File: src/rtl/cpu_load_store_align_if.sv
// Word-granular data cache bus between the load/store alignment stage (master) and the
// write-buffered data cache (slave).
interface cpu_load_store_align_if;
  logic        bus_request;
  logic        bus_rw;
  logic [31:0] bus_address;
  logic [31:0] bus_wdata;
  logic        bus_ready;
  logic [31:0] bus_rdata;

  modport master (
    output bus_request,
    output bus_rw,
    output bus_address,
    output bus_wdata,
    input  bus_ready,
    input  bus_rdata
  );

  modport slave (
    input  bus_request,
    input  bus_rw,
    input  bus_address,
    input  bus_wdata,
    output bus_ready,
    output bus_rdata
  );
endinterface

File: src/rtl/cpu_load_store_align.sv
// Load/store alignment stage: byte/half/word CPU accesses become aligned word transfers on a
// cache without byte enables. Define CPU_MEM_MISALIGNED_EN to split word-crossing accesses.
module cpu_load_store_align (
  input  logic                          i_clock,
  input  logic                          i_reset,
  input  logic                          i_request,
  input  logic                          i_rw,
  input  logic [1:0]                    i_width,
  input  logic                          i_signed,
  input  logic [31:0]                   i_address,
  input  logic [31:0]                   i_wdata,
  output logic                          o_ready,
  output logic [31:0]                   o_rdata,
  output logic                          o_error,
  cpu_load_store_align_if.master        bus
);

  typedef enum logic [2:0] {
    StIdle,
    StRd0,
    StWr0,
    StAck
`ifdef CPU_MEM_MISALIGNED_EN
    ,
    StRd1,
    StWr1
`endif
  } state_e;

  state_e      state_q;
  logic        rw_q;
  logic        signed_q;
  logic [1:0]  width_q;
  logic [31:0] address_q;
  logic [31:0] wdata_q;
  logic [31:0] lo_q;
  logic        bus_request_q;
  logic        bus_rw_q;
  logic [31:0] bus_address_q;
  logic [31:0] bus_wdata_q;
`ifdef CPU_MEM_MISALIGNED_EN
  logic        cross_q;
  logic [31:0] hi_q;
`endif

  assign bus.bus_request = bus_request_q;
  assign bus.bus_rw      = bus_rw_q;
  assign bus.bus_address = bus_address_q;
  assign bus.bus_wdata   = bus_wdata_q;

  // Decode of the incoming command, used only in the capture cycle.
  logic req_fault;
  logic req_direct_store;
`ifdef CPU_MEM_MISALIGNED_EN
  logic [2:0] req_size;
  logic       req_cross;
  assign req_size  = (i_width == 2'b00) ? 3'd1 : (i_width == 2'b01) ? 3'd2 : 3'd4;
  assign req_cross = ({2'b00, i_address[1:0]} + {1'b0, req_size}) > 4'd4;
  assign req_fault = (i_width == 2'b11);
`else
  assign req_fault = (i_width == 2'b11) ||
                     ((i_width == 2'b01) && i_address[0]) ||
                     ((i_width == 2'b10) && (i_address[1:0] != 2'b00));
`endif
  assign req_direct_store = i_rw && (i_width == 2'b10) && (i_address[1:0] == 2'b00);

  logic [4:0]  shift;
  logic [31:0] base_address;
  logic [31:0] size_mask;
  logic [31:0] store_data;
  logic [31:0] merge_src;
  logic [31:0] merged_lo;
  logic [63:0] load_pair;
  logic [31:0] load_raw;
  logic [31:0] load_word;

  assign shift        = {address_q[1:0], 3'b000};
  assign base_address = {address_q[31:2], 2'b00};

  always_comb begin
    unique case (width_q)
      2'b00:   size_mask = 32'h0000_00ff;
      2'b01:   size_mask = 32'h0000_ffff;
      default: size_mask = 32'hffff_ffff;
    endcase
  end

  assign store_data = wdata_q & size_mask;
  // Low word comes straight off the bus in RD0, from lo_q once a second read has happened.
  assign merge_src  = (state_q == StRd0) ? bus.bus_rdata : lo_q;
  assign merged_lo  = (merge_src & ~(size_mask << shift)) | (store_data << shift);

`ifdef CPU_MEM_MISALIGNED_EN
  logic [5:0]  hi_shift;
  logic [31:0] merged_hi;
  assign hi_shift  = 6'd32 - {1'b0, shift};
  assign merged_hi = (hi_q & ~(size_mask >> hi_shift)) | (store_data >> hi_shift);
  assign load_pair = (state_q == StRd0) ? {32'h0, bus.bus_rdata} : {bus.bus_rdata, lo_q};
`else
  assign load_pair = {32'h0, bus.bus_rdata};
`endif

  assign load_raw = 32'(load_pair >> shift);

  always_comb begin
    unique case (width_q)
      2'b00:   load_word = {{24{signed_q & load_raw[7]}}, load_raw[7:0]};
      2'b01:   load_word = {{16{signed_q & load_raw[15]}}, load_raw[15:0]};
      default: load_word = load_raw;
    endcase
  end

  always_ff @(posedge i_clock or negedge i_reset) begin
    if (!i_reset) begin
      state_q       <= StIdle;
      rw_q          <= 1'b0;
      signed_q      <= 1'b0;
      width_q       <= 2'b00;
      address_q     <= 32'h0;
      wdata_q       <= 32'h0;
      lo_q          <= 32'h0;
      bus_request_q <= 1'b0;
      bus_rw_q      <= 1'b0;
      bus_address_q <= 32'h0;
      bus_wdata_q   <= 32'h0;
      o_ready       <= 1'b0;
      o_rdata       <= 32'h0;
      o_error       <= 1'b0;
`ifdef CPU_MEM_MISALIGNED_EN
      cross_q       <= 1'b0;
      hi_q          <= 32'h0;
`endif
    end else begin
      unique case (state_q)
        StIdle: begin
          if (i_request) begin
            rw_q      <= i_rw;
            signed_q  <= i_signed;
            width_q   <= i_width;
            address_q <= i_address;
            wdata_q   <= i_wdata;
            lo_q      <= 32'h0;
`ifdef CPU_MEM_MISALIGNED_EN
            cross_q   <= req_cross;
            hi_q      <= 32'h0;
`endif
            if (req_fault) begin
              state_q <= StAck;
              o_ready <= 1'b1;
              o_error <= 1'b1;
              o_rdata <= 32'h0;
            end else if (req_direct_store) begin
              state_q       <= StWr0;
              bus_request_q <= 1'b1;
              bus_rw_q      <= 1'b1;
              bus_address_q <= i_address;
              bus_wdata_q   <= i_wdata;
            end else begin
              state_q       <= StRd0;
              bus_request_q <= 1'b1;
              bus_rw_q      <= 1'b0;
              bus_address_q <= {i_address[31:2], 2'b00};
              bus_wdata_q   <= 32'h0;
            end
          end
        end

        StRd0: begin
          if (bus.bus_ready) begin
            lo_q <= bus.bus_rdata;
`ifdef CPU_MEM_MISALIGNED_EN
            if (cross_q) begin
              state_q       <= StRd1;
              bus_address_q <= base_address + 32'd4;
            end else
`endif
            if (!rw_q) begin
              state_q       <= StAck;
              bus_request_q <= 1'b0;
              bus_address_q <= 32'h0;
              o_ready       <= 1'b1;
              o_rdata       <= load_word;
            end else begin
              state_q     <= StWr0;
              bus_rw_q    <= 1'b1;
              bus_wdata_q <= merged_lo;
            end
          end
        end

`ifdef CPU_MEM_MISALIGNED_EN
        StRd1: begin
          if (bus.bus_ready) begin
            hi_q <= bus.bus_rdata;
            if (!rw_q) begin
              state_q       <= StAck;
              bus_request_q <= 1'b0;
              bus_address_q <= 32'h0;
              o_ready       <= 1'b1;
              o_rdata       <= load_word;
            end else begin
              state_q       <= StWr0;
              bus_rw_q      <= 1'b1;
              bus_address_q <= base_address;
              bus_wdata_q   <= merged_lo;
            end
          end
        end

        StWr1: begin
          if (bus.bus_ready) begin
            state_q       <= StAck;
            bus_request_q <= 1'b0;
            bus_rw_q      <= 1'b0;
            bus_address_q <= 32'h0;
            bus_wdata_q   <= 32'h0;
            o_ready       <= 1'b1;
            o_rdata       <= 32'h0;
          end
        end
`endif

        StWr0: begin
          if (bus.bus_ready) begin
`ifdef CPU_MEM_MISALIGNED_EN
            if (cross_q) begin
              state_q       <= StWr1;
              bus_address_q <= base_address + 32'd4;
              bus_wdata_q   <= merged_hi;
            end else
`endif
            begin
              state_q       <= StAck;
              bus_request_q <= 1'b0;
              bus_rw_q      <= 1'b0;
              bus_address_q <= 32'h0;
              bus_wdata_q   <= 32'h0;
              o_ready       <= 1'b1;
              o_rdata       <= 32'h0;
            end
          end
        end

        StAck: begin
          state_q <= StIdle;
          o_ready <= 1'b0;
          o_rdata <= 32'h0;
          o_error <= 1'b0;
        end

        default: state_q <= StIdle;
      endcase
    end
  end

endmodule

File: src/flat_wrapper.sv
// flat-port wrapper written by rule: the top's interface ports become plain ports
module cpu_load_store_align_flat 
  (i_clock, i_reset, i_request, i_rw, i_width, i_signed, i_address, i_wdata, o_ready, o_rdata, o_error, bus_bus_request, bus_bus_rw, bus_bus_address, bus_bus_wdata, bus_bus_ready, bus_bus_rdata);
  cpu_load_store_align_if bus_i ();
  input  logic i_clock;
  input  logic i_reset;
  input  logic i_request;
  input  logic i_rw;
  input  logic [1:0] i_width;
  input  logic i_signed;
  input  logic [31:0] i_address;
  input  logic [31:0] i_wdata;
  output logic o_ready;
  output logic [31:0] o_rdata;
  output logic o_error;
  output wire logic [$bits(bus_i.bus_request)-1:0] bus_bus_request;
  output wire logic [$bits(bus_i.bus_rw)-1:0] bus_bus_rw;
  output wire logic [$bits(bus_i.bus_address)-1:0] bus_bus_address;
  output wire logic [$bits(bus_i.bus_wdata)-1:0] bus_bus_wdata;
  input wire logic [$bits(bus_i.bus_ready)-1:0] bus_bus_ready;
  input wire logic [$bits(bus_i.bus_rdata)-1:0] bus_bus_rdata;
  assign bus_bus_request = bus_i.bus_request;
  assign bus_bus_rw = bus_i.bus_rw;
  assign bus_bus_address = bus_i.bus_address;
  assign bus_bus_wdata = bus_i.bus_wdata;
  assign bus_i.bus_ready = bus_bus_ready;
  assign bus_i.bus_rdata = bus_bus_rdata;
  cpu_load_store_align u_core (.i_clock(i_clock), .i_reset(i_reset), .i_request(i_request), .i_rw(i_rw), .i_width(i_width), .i_signed(i_signed), .i_address(i_address), .i_wdata(i_wdata), .o_ready(o_ready), .o_rdata(o_rdata), .o_error(o_error), .bus(bus_i));
endmodule
File: config.mk
export PLATFORM = sky130hd
export DESIGN_NAME = cpu_load_store_align_flat
export DESIGN_NICKNAME = d
export VERILOG_FILES = /design/src/rtl/cpu_load_store_align_if.sv /design/src/rtl/cpu_load_store_align.sv /design/src/flat_wrapper.sv
export SDC_FILE = /design/constraint.sdc
export NUM_CORES = 1
export LEC_CHECK = 0
export BUFFER_PORTS_ARGS = -buffer_cell sky130_fd_sc_hd__buf_2
export CAP_MARGIN = 20
export CORE_MARGIN = 10
export CORE_UTILIZATION = 53
export DETAILED_ROUTE_END_ITERATION = 10
export HOLD_SLACK_MARGIN = 0.12
export PLACE_DENSITY = 0.8
export SYNTH_ARGS = -nofsm -noshare
export SYNTH_HDL_FRONTEND = slang
export SYNTH_SLANG_ARGS = --single-unit
File: constraint.sdc
create_clock -name i_clock -period 2.9 [get_ports i_clock]
set_input_delay 0.145 -clock i_clock [delete_from_list [all_inputs] [get_ports i_clock]]
set_output_delay 0.145 -clock i_clock [all_outputs]
set_load 0.005 [all_outputs]
== After elaboration in Yosys (flattened, before gate mapping) ==
Index checks and enable logic that the tools add are counted.
W data, S select, Z words.

* Equal/unequal tests: 14
* Shift-type cells: 3
* Multiplexer cells: 50
* Bitwise gates (word level): 6
* Reduce and logical (&&, ||, !) cells: 21

{| class="wikitable"
|+ Operators by type and width
! kind !! count
|-
| $mux W32 || 17
|-
| $pmux W32 S2 || 3
|-
| $pmux W32 S3 || 2
|-
| $pmux W32 S4 || 1
|-
| $and A32 B32 Y32 || 2
|-
| $shl A32 B5 Y32 || 2
|-
| $not A32 Y32 || 1
|-
| $or A32 B32 Y32 || 1
|-
| $shr A32 B5 Y32 || 1
|-
| $reduce_and A6 Y1 || 3
|-
| $mux W1 || 16
|-
| $mux W3 || 4
|-
| $ne A2 B2 Y1 const B || 5
|-
| $pmux W3 S3 || 1
|-
| $reduce_and A3 Y1 || 3
|-
| $eq A3 B2 Y1 const B || 2
|-
| $pmux W1 S3 || 2
|-
| $reduce_bool A2 Y1 || 3
|-
| $eq A2 B1 Y1 const B || 2
|-
| $eq A2 B2 Y1 const B || 2
|-
| $logic_and A1 B1 Y1 || 4
|-
| $logic_not A2 Y1 || 2
|-
| $mux W2 || 2
|-
| $ne A2 B1 Y1 const B || 2
|-
| 9 further kinds || 11
|}

* Flip-flop bits (word level): 173
* Input bits: 104
* Output and inout bits: 100
* Logic and storage cells: 108

== Logic depth before layout (Yosys ltp) ==
Gate-level depths: netlist of run 1.

* Word-level depth: 9
* Depth in mapped cells: 10

== Least setup slack after synthesis of run 1 ==
No wires, ideal clock.

* Path kind: register to register
* From: reg u_core.state_q[1]
* To: reg u_core.o_rdata[25]
* Setup time: 126 ps
* Arrival: 1908 ps
* Data required time: 2774 ps
* Path slack: 866 ps
* Cell stages (with the launch flop): 9
* Cell sequence: dfrtp_1 > inv_1 > ha_1 > buf_2 > nor4_2 > a2111oi_4 > nand2_1 > buf_2 > a221o_1

* Cells in the longest elaborated chain, start to end: 3

{| class="wikitable"
|+ Ends and longest elaborated chain
! element !! line !! text
|-
| start: declaration || cpu_load_store_align.sv:30 || <nowiki>state_e state_q;</nowiki>
|-
| start signal: assignment || cpu_load_store_align.sv:115 || <nowiki>state_q <= StIdle;</nowiki>
|-
| start signal: assignment || cpu_load_store_align.sv:148 || <nowiki>state_q <= StAck;</nowiki>
|-
| start signal: assignment || cpu_load_store_align.sv:153 || <nowiki>state_q <= StWr0;</nowiki>
|-
| $eq A3 B1 Y1 (tied with other cells) || cpu_load_store_align.sv:134 || <nowiki>unique case (state_q)</nowiki>
|-
| $ne A2 B2 Y1 (no source line) (tied with other cells) || n/a ||
|-
| $reduce_and A6 Y1 (no source line) || n/a ||
|-
| end signal: assignment || cpu_load_store_align.sv:182 || <nowiki>o_rdata <= load_word;</nowiki>
|-
| end: declaration || cpu_load_store_align.sv:13 || <nowiki>output logic [31:0] o_rdata,</nowiki>
|}

Several ways; a longest one is shown, not always the timed one.
A chain may end at the register's enable or synchronous reset.

== Final worst setup path of run 1 ==
* From: reg u_core.state_q[1]
* To: reg u_core.bus_address_q[18], in the netlist u_core.bus.bus_address[18]

* Cells in the longest elaborated chain, start to end: 3

{| class="wikitable"
|+ Ends and longest elaborated chain
! element !! line !! text
|-
| $eq A3 B1 Y1 (tied with other cells) || cpu_load_store_align.sv:134 ||
|-
| $ne A2 B2 Y1 (no source line) / $reduce_bool A3 Y1 (equally long branches) || n/a ||
|-
| $reduce_and A6 Y1 (no source line) || n/a ||
|-
| end signal: assignment || cpu_load_store_align.sv:156 || <nowiki>bus_address_q <= i_address;</nowiki>
|-
| end signal: assignment || cpu_load_store_align.sv:162 || <nowiki>bus_address_q <= {i_address[31:2], 2'b00};</nowiki>
|-
| end: declaration || cpu_load_store_align.sv:39 || <nowiki>logic [31:0] bus_address_q;</nowiki>
|}

Several ways; a longest one is shown, not always the timed one.

==> metrics.md, run 1 <==
| Metric | Value |
|---|---|
| Ys Warns | `0` |
| Post-CTS Hold Fix Bufs | `77` |
| Syn Nets | `900` |
| Worst-path clk slew | `0.06 ns` |
| Clock sink total | `148` |
| Vias in the first global route | `7314` |
| Met1 GRT Util | `32.2%` |
| Hold_ws | `0.151 ns` |
| Die Width | `140 um` |
| Clock buffer depth | `2` |
| Worst slew pin tran | `0.912 ns` |
| Fmax | `405 MHz` |
| Maximum fanout along the worst path | `64` |
| Num CTS Buffers | `17` |
| Cells after Synth | `792` |
| Grt met3 use | `7.27%` |
| IO buf count | `203` |
| Share of cells above drive strength 1 | `30.1%` |
| Fin util | `72.6%` |
| Post-synthesis cell type count | `48` |
| GPL Wtd Cong | `0.943` |
| Yosys top cell area share | `48.5%` |
| Ports | `204` |
| Root Buffer | `clkbuf_16` |
| Vias | `7267` |
| Number of H-tree levels | `4` |
| Worst skew pair latency | `0.43 ns` |
| Met2 Track Usage GR | `40.4%` |
| DRC viols | `0` |
| Pins Over Slew Limit | `0` |
| CTS tree | `yes` |
| Startpoint types | `flop` |
| FP Rows | `43` |
| Iteration-0 DRC Markers | `699` |
| WS Path Type | `flop to flop` |
| First-pass GRT wire length | `40200 um` |
| WP data required | `3.17 ns` |
| TritonRoute pass-1 iters | `6` |
| Hold Crit Class | `input pin to flop` |
| RSZ-0062 raised after global routing | `no` |
| Power per cell area | `1190 nW/um2` |
| Sequential cell area fraction in the yosys report | `48.5%` |
| Hpwl dp | `17400 um` |
| R2R Path Start | `u_core.state_q[1]` |
| Area of the core | `14000 um2` |
| Initial antenna violation count | `1` |
| Dpl ws | `0.499 ns` |
| Post-synth top area cell | `dfrtp_1` |
| Pwr Total | `12.1 mW` |
| Layout area overhead | `33.0%` |
| Crit path DAT | `2.74 ns` |
| Routed WL | `25700 um` |
| Status | `finished, final reports clean` |
| Relative slew slack | `39.2%` |
| Layout fillers | `977` |
| Setup-failing EPs final | `0` |
| Clock skew | `0.00980 ns` |
| Hold path start | `i_request` |
| Post-layout min period | `2.47 ns` |
| Initial Util | `54.6%` |
| Seq cells post-synth | `148` |
| Final period util | `85.2%` |
| Ranking of synthesized cells by area | `dfrtp_1, mux2_2, o21ai_0, nand2_1, mux2i_1` |
| Synthesized cell area | `7640 um2` |
| Final ANT Viol Nets | `0` |
| CP Capture Type | `flop` |
| Crit path launch | `u_core.state_q[1]` |
| Vias/cell | `5.87` |
| Final setup margin | `0.429 ns` |
| Final setup TNS | `0 ns` |
| Die area | `19600 um2` |
| Die height | `140 um` |
| WL/cell | `20.8 um` |
| Setup bufs post-CTS | `0` |
| P_leak | `4.80 nW` |
| Final hold vios | `0` |
| Max Cap Viol | `0` |
| Tot GR Track Use | `25.5%` |
| Final #Nets | `1153` |
| Pin count of the biggest net entering global routing | `100` |
| GR peak layer | `met2` |
| Cts repair resizes | `0` |
| Global route overflow | `0` |
| Avg Synthesized Cell Area | `9.64 um2` |
| Maximum VDD drop | `0.617 mV` |
==> area by class of cell <==
| type | instances | area, um2 | area share, % |
|---|---|---|---|
| multi-input combinational | 565 | 3610 | 35.6 |
| timing repair buffer | 301 | 1980 | 19.5 |
| sequential | 148 | 3710 | 36.5 |
| inverter | 12 | 45.0 | 0.444 |
| clock inverter | 8 | 101 | 0.998 |
| antenna | 1 | 2.50 | 0.0246 |
| clock buffer | 22 | 484 | 4.77 |
| tap | 180 | 225 | 2.22 |
==> path summary, 6_finish.rpt <==
| path | endpoint | slack, ns | depth (start not counted) |
|---|---|---|---|
| worst min-delay path | u_core.o_error | 0.15 | 4 |
| worst min register to register | u_core.bus.bus_address[29] | 0.48 | 2 |
| worst max-delay path | u_core.bus.bus_address[18] | 0.43 | 7 |
| min in group asynchronous | u_core.o_rdata[31] | 0.37 | 2 |
| worst max register to register | u_core.bus.bus_address[18] | 0.43 | 7 |
| max in group asynchronous | u_core.bus.bus_address[28] | 1.62 | 3 |
==> critical path, cell delays in order, from the launching register on <==
cell and delay, ns:
dfrtp_1 0.41, inv_1 0.09, ha_1 0.41, nand2b_1 0.16, o21ai_1 0.34, a2111o_1 0.19, buf_4 0.45, o21ai_0 0.25
==> cells in the final DEF, fill, tap and decap left out, drive strengths merged, types with 10 or more instances in the layout <==
| cell | Yosys | final |
|---|---|---|
| buf | 34 | 224 |
| dfrtp | 148 | 148 |
| nand2 | 109 | 109 |
| o21ai | 84 | 84 |
| dlygate4sd3 | 0 | 77 |
| a21oi | 60 | 60 |
| mux2 | 45 | 45 |
| nor2 | 43 | 43 |
| mux2i | 37 | 37 |
| nand2b | 35 | 35 |
| clkbuf | 33 | 22 |
| nor3 | 18 | 18 |
| a31oi | 17 | 17 |
| inv | 11 | 11 |
| and3 | 10 | 10 |
==> synth_stat cells (all sizes together) <==
| library cell | n |
|---|---|
| a221o | 8 |
| a2111o | 1 |
| nor3 | 18 |
| o221ai | 8 |
| nand2 | 109 |
| o211ai | 8 |
| o21bai | 1 |
| o21a | 1 |
| mux2i | 37 |
| a211oi | 1 |
| clkinv | 1 |
| nor2b | 3 |
| nor4 | 1 |
| ha | 4 |
| nand3 | 2 |
| a31oi | 17 |
| o32ai | 8 |
| nor2 | 43 |
| a211o | 7 |
| buf | 34 |
| a2111oi | 2 |
| o31ai | 9 |
| a22o | 9 |
| nor3b | 1 |
| or2 | 1 |
| o22ai | 1 |
| a22oi | 8 |
| nand2b | 35 |
| dfrtp | 148 |
| nand3b | 2 |
| a21oi | 60 |
| a2bb2oi | 8 |
| o21ai | 84 |
| o2bb2ai | 1 |
| inv | 11 |
| mux2 | 45 |
| and2 | 4 |
| and3 | 10 |
| clkbuf | 33 |
| a31o | 8 |
==> state kept, by name (all words and copies together) (netlist names), 2 cells and up <==
| signal | count |
|---|---|
| u_core.address_q | 2 |
| u_core.wdata_q | 32 |
| u_core.o_rdata | 32 |
| u_core.bus.bus_wdata | 32 |
| u_core.state_q | 2 |
| u_core.width_q | 2 |
| u_core.lo_q | 8 |
| u_core.bus.bus_address | 32 |
==> layer usage <==
layer | wire, um | share of wire, %
met1 | 10200 | 40
met2 | 12200 | 48
met3 | 2600 | 10
met4 | 649 | 2.5
met5 | 0 | 0
==> power by group <==
group | internal (mW) | switching (mW) | leakage [nW]
logic | 2.55 | 3.47 | 2.65
registers | 3.07 | 0.790 | 1.87
clock network | 1.35 | 0.853 | 0.292
total | 6.97 | 5.12 | 4.80
==> stage by stage <==
| step | std cells | instance area (um2) |
|---|---|---|
| global placement | 1129 | 8800 |
| global route | 1237 | 10200 |
| floorplan | 792 | 7640 |
| finish | 1237 | 10200 |
| CTS | 1236 | 10200 |
| detailed placement | 1129 | 8800 |
==> kinds of logic (layout without fill, tap and decap cells) <==
| group | Yosys count | after routing | share of synthesized area, % |
|---|---|---|---|
| buffers and inverters | 79 | 343 | 4.36 |
| adders and majority gates | 4 | 4 | 0.655 |
| other | 0 | 1 | 0 |
| DFF | 148 | 148 | 48.5 |
| AOI/OAI and AO/OA | 250 | 250 | 21.0 |
| and+or+nand+nor | 229 | 229 | 14.0 |
| muxes | 82 | 82 | 11.5 |
Power figures use the tool's default switching activity.
==> run 2, diff against run 1 <==
ABC_AREA = 1   (was default)
CORE_UTILIZATION = 55   (was 53)
RECOVER_POWER = 100   (was default)
==> metrics.md, run 2 <==
| Metric | Value |
|---|---|
| Status | `finished with violations` |
| Violated checks | `capacitance limit, slew limit` |
| Startpoint types | `flop` |
| Area of the core | `17200 um2 (+23%)` |
| Flop-to-flop setup slack | `0.33 ns (-0.10 ns)` |
| Logic pwr share | `51.5% (+1.6 points)` |
| Initial Util | `55.5% (+0.95 points)` |
| Pins Over Slew Limit | `72 (+72)` |
| CP Capture Type | `flop` |
| Post-synthesis cell type count | `35 (-27%)` |
| Worst slew pin tran | `1.85 ns (+0.942 ns)` |
| Cells after Synth | `1292 (+63%)` |
| Setup-failing EPs final | `0 (unchanged)` |
| Post-synth top cells | `nand2_1, dfrtp_1, o21ai_0` |
| Iteration-0 DRC Markers | `767 (+9.7%)` |
| Worst skew pair latency | `0.44 ns (about the same)` |
| Post-Synth XOR/XNOR Area | `0% (unchanged)` |
| Main combinational cell family by area after synthesis | `simple AND/OR/NAND/NOR gates` |
| TritonRoute pass-1 iters | `5 (-1)` |
| Adder-cell share of the synthesized area | `0.525% (-0.13 points)` |
| Commonest non-fill, non-tap cell in the layout | `nand2_1` |
| Critical Path Sink | `u_core.bus.bus_wdata[16]` |
| Post-synth top area cell | `dfrtp_1` |
| Setup bufs post-CTS | `0 (unchanged)` |
| Yosys top cell area share | `45.1% (-3.4 points)` |
| Share of cells above drive strength 1 | `12.6% (-18 points)` |
| Hold path depth | `5 (+1)` |
| Vias | `9630 (+33%)` |
| Final ANT Viol Nets | `0 (unchanged)` |
| Final period util | `88.6% (+3.3 points)` |
| FP Rows | `48 (+12%)` |
| Crit path DAT | `2.88 ns (+0.14 ns)` |
| Max Cap Viol | `1 (+1)` |
| Post-CTS Hold Fix Bufs | `104 (+35%)` |
| Cells on worst reg2reg path | `8 (+1)` |
| Predominant post-synthesis flop cell | `dfrtp_1` |
| Sw Share | `47.9% (+5.6 points)` |
| Post-route design area | `11800 um2 (+17%)` |
| RSZ-0062 raised after global routing | `no` |
| Count of flip-flops with a built-in enable after synthesis | `0 (unchanged)` |
| Clock sink total | `172 (+16%)` |
| Syn Nets | `1400 (+56%)` |
| Die Width | `152 um (+8.3%)` |
| Num CTS Buffers | `17 (unchanged)` |
| Worst-path clk slew | `0.07 ns (about the same)` |
| Layout area overhead | `24.1%` |
| Reg2reg end | `u_core.bus.bus_wdata[16]` |
| Ys async rst share | `100% (unchanged)` |
| Dpl cell area | `10400 um2 (+19%)` |
| Initial antenna violation count | `3 (+2)` |
| Tot GR Track Use | `26.6% (+1.1 points)` |
| Crit path launch | `u_core.state_q[1]` |
| Hold Crit Class | `input pin to flop` |
| P_int | `6.73 mW (-3.5%)` |
| Most frequent cells in the layout | `nand2_1, o21ai_0, dfrtp_1` |
| Final hold vios | `0 (unchanged)` |
| Maximum fanout along the worst path | `46 (-28%)` |
| Root Buffer | `clkbuf_16` |
| Power per cell area | `1090 nW/um2 (-8.4%)` |
| Relative slew slack | `-23.6% (-63 points)` |
| Global route overflow | `0 (unchanged)` |
| Ys Warns | `0 (unchanged)` |
| First-pass GRT wire length | `48200 um (+20%)` |
| Die height | `152 um (+8.3%)` |
| Cts repair resizes | `0 (unchanged)` |
| Simple-gate share of the synthesized area | `30.4% (+16 points)` |
| Final #Nets | `1659 (+44%)` |
| Ranking of synthesized cells by area | `dfrtp_1, nand2_1, o21ai_0, nand3_1, nor2_1` |
| DRC viols | `0 (unchanged)` |
| Seq cells post-synth | `172 (+16%)` |
| Post-synthesis mux area share | `0.118% (-11 points)` |
| Synth Area in Compound Gates | `14.0% (-7.0 points)` |
| Sequential cell area fraction in the yosys report | `45.1% (-3.4 points)` |
| Final Non-Filler Cells | `1790 (+45%)` |
| WP data required | `3.21 ns (+0.04 ns)` |
| Synthesized cell area | `9540 um2 (+25%)` |
| Clock skew | `0.00907 ns (-0.000729 ns)` |
| Post-layout min period | `2.57 ns (+0.0969 ns)` |
| Hpwl dp | `20100 um (+16%)` |
| Clock group share of total power | `17.6% (-0.6 points)` |
| CTS tree | `yes` |
| Inst Count DP | `1653 (+46%)` |
| Maximum VDD drop | `0.646 mV (+4.8%)` |
| Ports | `204 (unchanged)` |
| WL/cell | `17.1 um (-18%)` |
| R2R Path Start | `u_core.state_q[1]` |
| Vias in the first global route | `9369 (+28%)` |
| Final setup TNS | `0 ns (unchanged)` |
| Vias/cell | `5.38 (-8.4%)` |
| Pin count of the biggest net entering global routing | `76 (-24%)` |
| Avg Synthesized Cell Area | `7.38 um2 (-23%)` |
| Die area | `23000 um2 (+17%)` |
| Most common cell in the synthesized netlist | `nand2_1` |
| P_leak | `5.82 nW (+21%)` |
| IO buf count | `203 (unchanged)` |
| Layout fillers | `1485 (+52%)` |
| GPL Wtd Cong | `0.938 (-0.51%)` |
| WS Path Type | `flop to flop` |
| Routed WL | `30600 um (+19%)` |
| Switching power total | `6.18 mW (+21%)` |
| Number of H-tree levels | `4 (unchanged)` |
| Sequential power share | `30.9% (-1.0 points)` |
| Fmax | `389 MHz (-3.8%)` |
| Clock buffer depth | `2 (unchanged)` |
## run 2: cell types whose count changed after synthesis, moves of 24 or more
cell	change
inv_1	+85
nand3_1	+99
nand2b_1	-35
o21ai_1	+32
mux2i_1	-37
dfrtp_1	+24
o21ai_0	+51
mux2_2	-44
nor2_1	+69
nand2_1	+336
## run 2: cell families after synthesis
| group | Yosys count |
|---|---|
| flip-flops | 172 |
| AND/OR/NAND/NOR | 692 |
| multiplexers | 1 |
| adder cells (fa/ha/maj) | 4 |
| buffers and inverters | 181 |
| AO/OA/AOI/OAI | 242 |
## run 2: stage by stage
| stage | hold slack, ns | utilization [%] | setup WS (ns) | power [mW] |
|---|---|---|---|---|
| CTS | 0.134 | 70.2 | 0.516 | 13.1 |
| floorplan | -0.151 | - | 1.24 | 9.17 |
| global placement | 0.203 | 60.8 | 0.678 | 10.5 |
| global route | 0.196 | 68.9 | 0.143 | 13.9 |
| detailed placement | 0.211 | 60.8 | 0.541 | 10.7 |
| finish | 0.166 | 68.9 | 0.332 | 12.9 |
## run 2: power by group through the flow
stage | Sequential [mW] | Combinational, mW | Clock, mW
after floorplan | 3.87 | 5.30 | 0
after global placement | 3.95 | 6.53 | 0
after detailed placement | 3.96 | 6.70 | 0
after CTS | 3.94 | 6.87 | 2.28
after global routing | 4.08 | 7.44 | 2.38
final | 3.99 | 6.65 | 2.28
## run 2: worst min path at each step
stage / slack, ns / start / to
2_1_floorplan: -0.15 / i_reset / u_core.address_q[0]
3_3_place_gp: 0.20 / i_reset / u_core.o_rdata[18]
3_5_place_dp: 0.21 / i_reset / u_core.o_rdata[18]
4_1_cts: 0.13 / i_request / u_core.rw_q
5_1_grt: 0.20 / i_request / u_core.o_error
6_report: 0.17 / i_request / u_core.o_error
## run 2: layout make-up
type | instances | area [um2] | share of cell area (%)
antenna | 3 | 7.51 | 0.0634
clock buffer | 17 | 425 | 3.59
clock inverter | 13 | 140 | 1.18
inverter | 99 | 372 | 3.14
multi-input combinational | 939 | 4230 | 35.7
sequential | 172 | 4310 | 36.4
tap | 225 | 282 | 2.38
timing repair buffer | 322 | 2080 | 17.6
## run 2: worst max-delay path: stages (launching register included)
cell and delay, ns:
dfrtp_1 0.37, inv_1 0.10, ha_4 0.32, nand2_1 0.18, nand3_1 0.17, nor2_4 0.19, nand3_2 0.61, nor2_1 0.35
a21oi_1 0.11
## run 2: layer usage
metal / track usage [%] / vias up / wire length, um
met5: 0 / - / 0
met4: 8.87 / 0 / 705
met3: 7.57 / 61 / 2810
met2: 41.4 / 459 / 14400
met1: 34.9 / 4486 / 12700
li1: - / 4624 / -
